**config.mk**
```make
export PLATFORM = sky130hd
export DESIGN_NAME = pm_fetch_ctrl
export DESIGN_NICKNAME = d
export VERILOG_FILES = /design/src/rtl/pm_fetch_pkg.sv /design/src/rtl/pm_fetch_ctrl_wait_counter.sv /design/src/rtl/pm_fetch_ctrl.sv
export SDC_FILE = /design/constraint.sdc
export NUM_CORES = 1
export LEC_CHECK = 0
export CAP_MARGIN = 20
export CORE_ASPECT_RATIO = 0.6
export CORE_MARGIN = 1.5
export CORE_UTILIZATION = 30
export DETAILED_ROUTE_END_ITERATION = 10
export PLACE_DENSITY_LB_ADDON = 0.1
export SLEW_MARGIN = 25
export SYNTH_ARGS = -nofsm -noshare
export SYNTH_HDL_FRONTEND = slang
export SYNTH_HIERARCHICAL = 1
export SYNTH_SLANG_ARGS = --single-unit
```
**constraint.sdc**
```tcl
create_clock -name clk -period 2.4 [get_ports clk]
set_clock_uncertainty 0.1 [all_clocks]
set_input_delay 0.72 -clock clk [delete_from_list [all_inputs] [get_ports clk]]
set_output_delay 0.72 -clock clk [all_outputs]
set_load 0.02 [all_outputs]
```
**src/rtl/pm_fetch_pkg.sv**
```systemverilog
// Shared types and constants for the program-memory fetch controller.
package pm_fetch_pkg;

  localparam int ADDR_W_DEF = 8;
  localparam int DATA_W_DEF = 8;
  localparam int WAIT_W     = 4;
  localparam logic [7:0] RESET_VECTOR = 8'h00;

  typedef enum logic [1:0] {
    BOOT = 2'd0,
    IDLE = 2'd1,
    WAIT = 2'd2
  } fetch_state_e;

  function automatic logic [7:0] sat_inc8(input logic [7:0] v);
    logic [7:0] r;
    if (v == 8'hFF) r = 8'hFF;
    else            r = v + 8'd1;
    return r;
  endfunction

endpackage

```
**src/rtl/pm_fetch_ctrl_wait_counter.sv**
```systemverilog
// Loadable down-counter that times the ROM wait states; parks at zero.
module wait_counter
  import pm_fetch_pkg::*;
#(
  parameter int W = WAIT_W
) (
  input  logic         clk,
  input  logic         rst_n,
  input  logic         load,
  input  logic [W-1:0] load_val,
  input  logic         en,
  output logic         zero
);

  logic [W-1:0] count_d;
  logic [W-1:0] count_q;

  // Next count: load wins over decrement, decrement stops at zero
  always_comb begin
    count_d = count_q;
    if (load) begin
      count_d = load_val;
    end else if (en && (count_q != '0)) begin
      count_d = count_q - W'(1);
    end else begin
      count_d = count_q;
    end
  end

  // Count register
  always_ff @(posedge clk or negedge rst_n) begin
    if (!rst_n) count_q <= '0;
    else        count_q <= count_d;
  end

  assign zero = (count_q == '0);

endmodule

```
**src/rtl/pm_fetch_ctrl.sv**
```systemverilog
// Program ROM fetch controller: issues ROM reads, waits out the ROM latency,
// captures the instruction byte and stalls the core meanwhile.
module pm_fetch_ctrl
  import pm_fetch_pkg::*;
#(
  parameter int ADDR_W      = ADDR_W_DEF,
  parameter int DATA_W      = DATA_W_DEF,
  parameter int WAIT_STATES = 2
) (
  input  logic              clk,
  input  logic              reset,
  input  logic [ADDR_W-1:0] seq_addr,
  input  logic              seq_addr_valid,
  input  logic              flush,
  input  logic [DATA_W-1:0] rom_data,
  output logic [ADDR_W-1:0] rom_addr,
  output logic              rom_rd,
  output logic [DATA_W-1:0] instr,
  output logic              instr_valid,
  output logic              core_stall,
  output logic              overrun,
  output logic [7:0]        stall_cycles
);

  fetch_state_e      state_d, state_q;
  logic [ADDR_W-1:0] rom_addr_d, rom_addr_q;
  logic [DATA_W-1:0] instr_d, instr_q;
  logic              valid_d, valid_q;
  logic              overrun_d, overrun_q;
  logic [7:0]        stall_d, stall_q;

  logic boot_fetch_s;
  logic accept_s;
  logic capture_s;
  logic ovr_evt_s;
  logic cnt_zero_s;
  logic core_stall_s;
  logic rom_rd_s;

  wait_counter #(.W(WAIT_W)) u_wait_counter (
    .clk      (clk),
    .rst_n    (reset),
    .load     (boot_fetch_s | accept_s),
    .load_val (WAIT_W'(WAIT_STATES)),
    .en       (state_q == WAIT),
    .zero     (cnt_zero_s)
  );

  // FSM state register
  always_ff @(posedge clk or negedge reset) begin
    if (!reset) state_q <= BOOT;
    else        state_q <= state_d;
  end

  // FSM next state and fetch events; flush beats both capture and overrun
  always_comb begin
    state_d      = state_q;
    boot_fetch_s = 1'b0;
    accept_s     = 1'b0;
    capture_s    = 1'b0;
    ovr_evt_s    = 1'b0;
    case (state_q)
      BOOT: begin
        state_d      = WAIT;
        boot_fetch_s = 1'b1;
        ovr_evt_s    = seq_addr_valid & ~flush;
      end
      IDLE: begin
        if (seq_addr_valid) begin
          state_d  = WAIT;
          accept_s = 1'b1;
        end else begin
          state_d = IDLE;
        end
      end
      WAIT: begin
        if (flush) begin
          if (seq_addr_valid) begin
            state_d  = WAIT;
            accept_s = 1'b1;
          end else begin
            state_d = IDLE;
          end
        end else begin
          ovr_evt_s = seq_addr_valid;
          if (cnt_zero_s) begin
            state_d   = IDLE;
            capture_s = 1'b1;
          end else begin
            state_d = WAIT;
          end
        end
      end
      default: begin
        state_d = BOOT;
      end
    endcase
  end

  // FSM output decode
  always_comb begin
    core_stall_s = 1'b1;
    rom_rd_s     = 1'b0;
    case (state_q)
      BOOT:    begin core_stall_s = 1'b1; rom_rd_s = 1'b0; end
      IDLE:    begin core_stall_s = 1'b0; rom_rd_s = 1'b0; end
      WAIT:    begin core_stall_s = 1'b1; rom_rd_s = 1'b1; end
      default: begin core_stall_s = 1'b1; rom_rd_s = 1'b0; end
    endcase
  end

  // Datapath next values: address latch, capture, sticky overrun, statistic
  always_comb begin
    rom_addr_d = rom_addr_q;
    if (boot_fetch_s) begin
      rom_addr_d = ADDR_W'(RESET_VECTOR);
    end else if (accept_s) begin
      rom_addr_d = seq_addr;
    end else begin
      rom_addr_d = rom_addr_q;
    end

    if (capture_s) instr_d = rom_data;
    else           instr_d = instr_q;

    valid_d   = capture_s;
    overrun_d = overrun_q | ovr_evt_s;

    if (core_stall_s) stall_d = sat_inc8(stall_q);
    else              stall_d = stall_q;
  end

  // Datapath registers
  always_ff @(posedge clk or negedge reset) begin
    if (!reset) begin
      rom_addr_q <= '0;
      instr_q    <= '0;
      valid_q    <= 1'b0;
      overrun_q  <= 1'b0;
      stall_q    <= 8'h00;
    end else begin
      rom_addr_q <= rom_addr_d;
      instr_q    <= instr_d;
      valid_q    <= valid_d;
      overrun_q  <= overrun_d;
      stall_q    <= stall_d;
    end
  end

  assign rom_addr     = rom_addr_q;
  assign rom_rd       = rom_rd_s;
  assign instr        = instr_q;
  // A flush while the pulse is out means the decoder must not consume it
  assign instr_valid  = valid_q & ~flush;
  assign core_stall   = core_stall_s;
  assign overrun      = overrun_q;
  assign stall_cycles = stall_q;

endmodule

```
==> flow_metrics.py <==
metrics = {
    "worst_setup_path": {
        "r2r_start": "state_q[0]",
        "worstSetupPathDepth": 1,
        "cp_slowest_stage_delay_ps": 660,
        "path_cells": "clkdlybuf4s50_1",
        "r2r_end": "u_wait_counter/count_q[1]",
        "cp.required_ps": 1580,
        "worst-r2r-cell-count": 8,
        "critPathMaxFanout": 9,
        "path_delay_family": "buffers and inverters",
        "end_kind": "primary output",
        "critPathBufInv": 1,
        "critPathArrivalTime_ps": 1430,
        "critPathSlowestCell": "clkdlybuf4s50_1",
        "startpoint_type": "register",
        "critical_path_class": "register to primary output",
        "reg2reg_slack_ps": 360,
    },
    "cts": {
        "postCtsSetupRepairBufs": 0,
        "cts_hold_buf": 0,
        "cts_root_buf": "clkbuf_8",
        "cts_buffers": 5,
        "clock_sinks": 32,
        "path_clk_slew_ps": 60,
        "htreeDepth": 2,
        "clk_path_buf_depth": 2,
        "tritoncts": "done",
        "clk_latency_ps": 280,
    },
    "route": {
        "drtIter0Drc": 20,
        "drtAntennaViolNets": 0,
        "routed_wirelength_um": 3286,
        "vias": 1180,
        "drc_errors": 0,
        "first_pass_iters": 4,
        "via_per_inst": 4.504,
        "wl_per_cell_um": 12.54,
    },
    "logic_synthesis": {
        "yosys.cell_types.count": 47,
        "synth-async-reset-ratio_pct": 100.0,
        "synthFlopType": "dfrtp_1",
        "synth_top_area_share_pct": 50.75,
        "ys_seq_area_share_pct": 50.75,
        "yosys_warnings": 6,
        "synthCells": 133,
        "synth_top_cell_by_area": "dfrtp_1",
        "synth_area_per_cell_um2": 11.86,
        "synthTopCellsByArea": "dfrtp_1 51%, mux2_2 6.4%, ha_1 5.6%, a22o_2 4.4%, inv_1 2.1%",
        "synth-edff-count": 0,
        "ys_ff_latch": 32,
        "syn_area_mm2": 0.001578,
    },
    "power_and_ir_drop": {
        "p_comb_share_pct": 50.9,
        "power_density_mw_per_mm2": 1316,
        "ir_drop_v": 0.0004619,
        "p_total_mw": 3.002,
        "swShare_pct": 38.16,
        "switchingPower_mw": 1.146,
        "leakage_nw": 1.023,
        "p_seq_share_pct": 32.4,
        "intPower_mw": 1.856,
        "clock_power_share_pct": 16.7,
    },
    "global_route": {
        "grt_pass1_wl_um": 5589,
        "grt_start_max_net_pins": 33,
        "grt_usage_pct": 12.64,
        "grt_pass1_vias": 1265,
        "grt_antenna_before_repair": 0,
        "grt-ovfl-total": 0,
    },
    "die": {
        "pin_count": 48,
        "core_area_mm2": 0.005055,
        "die_area_mm2": 0.005718,
        "initial_core_util_pct": 31.21,
        "die_h_um": 59.18,
        "die_w_um": 96.63,
        "rows": 20,
    },
    "sta": {
        "fin_crit_sh_pct": 93.74,
        "rsz0062_at_grt": "false",
        "drv_slew": 0,
        "setup_viol": 0,
        "setup-tns-final_ps": 0,
        "fmax_ghz": 0.4445,
        "period_needed_ps": 2250,
        "hold_viol": 0,
    },
    "place": {
        "gp_congestion": 0.7735,
        "port_buffers": 47,
        "hpwl_um": 2481,
    },
    "final_layout": {
        "drive_gt1_share_pct": 22.96,
        "layout_common_cells": "44 x clkdlybuf4s50_1, 32 x dfrtp_1, 10 x buf_4",
        "final_common_cell": "clkdlybuf4s50_1",
        "area_delta_synth_final_pct": 44.57,
        "layout.nets": 222,
        "antenna_cells": 0,
    },
    "hold_path": {
        "hold_class": "register to register",
        "holdPathStages": 1,
        "min_to": "rom_addr[4]",
        "min-delay-start": "rom_addr[4]",
    },
    "run_status": {
        "status": "finished, final reports clean",
    },
    "flow_run": {
        "max_cap_viol_count": 0,
    },
}
==> registers in the layout, indices dropped and copies added (netlist names) <==
register and cells:
stall_cycles 8, valid_q 1, rom_addr 8, u_wait_counter/count_q 4
state_q 2, overrun 1, instr 8
==> through the flow <==
| stage | setup WS, ps | instance area (µm²) | hold WS (ps) | std cells | utilization (%) |
|---|---|---|---|---|---|
| final | 150.1 | 2281 | 403.5 | 262 | 45.12 |
| after global routing | 74.88 | 2281 | 421.0 | 262 | 45.12 |
| after detailed placement | -272.8 | 2181 | 391.5 | 254 | 43.14 |
| after global placement | -276.2 | 2181 | 364.6 | 254 | 43.14 |
| after floorplan | 142.5 | 1585 | 324.4 | 135 | - |
| after CTS | 10.32 | 2286 | 411.3 | 262 | 45.22 |
==> worst max-delay path by stage <==
| stage | from | end | slack [ps] |
|---|---|---|---|
| after floorplan | state_q[0] | u_wait_counter/count_q[1] | 140 |
| after global placement | flush | instr_valid | -280 |
| after detailed placement | flush | instr_valid | -270 |
| after CTS | flush | instr_valid | 10 |
| after global routing | stall_cycles[3] | stall_cycles[3] | 70 |
| final | stall_cycles[3] | stall_cycles[3] | 150 |
==> metal layers <==
layer	global-route usage (%)	part of all wire, %	vias up
li1	-	-	593
met1	15.06	48	545
met2	20.78	43	37
met3	5.660	7.3	5
met4	4.348	0.94	0
met5	0	0	-
==> Yosys cell counts, drive strengths merged, types with 2 or more instances <==
library cell	count
nand4	2
conb	2
ha	7
o211ai	2
nand2b	2
nor2	8
and4b	2
nor3	3
nand2	8
a22o	8
inv	9
o21ai	2
nor3b	2
dfrtp	32
buf	4
a21boi	2
o21a	2
a21oi	6
and2b	2
mux2	10
==> final cells by class <==
type                    instances  area, µm²
flip-flops and latches         32      800.8
clock inverters                 2      35.03
well taps                      66      82.58
repair buffers                 57      538.0
clock buffers                   6      72.57
fillers                       468       2774
inverters                       9      33.78
multi-input cells              90      718.2
==> kinds of logic (layout without fill, tap and decap cells) <==
kind of cell | Yosys count | in the layout | synth area share [%]
XOR/XNOR | 1 | 1 | 0.5552
AND/OR/NAND/NOR | 38 | 38 | 15.62
AO/OA/AOI/OAI | 30 | 30 | 15.46
multiplexers | 10 | 10 | 7.375
other | 2 | 4 | 0.4760
adder cells (fa/ha/maj) | 7 | 7 | 5.551
flip-flops | 32 | 32 | 50.75
buffers and inverters | 13 | 74 | 4.203
==> repair_timing <==
item,in CTS,in global routing
endpoints found under the hold margin,0,0
resized for setup,4,1
cloned,0,0
endpoints found under the setup margin,3,1
==> power by group through the flow <==
stage	registers [mW]	logic (mW)	clock network (mW)
2_1_floorplan	1.14	0.776	0
3_3_place_gp	0.968	1.52	0
3_5_place_dp	0.982	1.55	0
4_1_cts	0.976	1.55	0.519
5_1_grt	1.01	1.68	0.548
6_report	0.974	1.53	0.500
No activity file was read; power rests on OpenSTA's default activity.
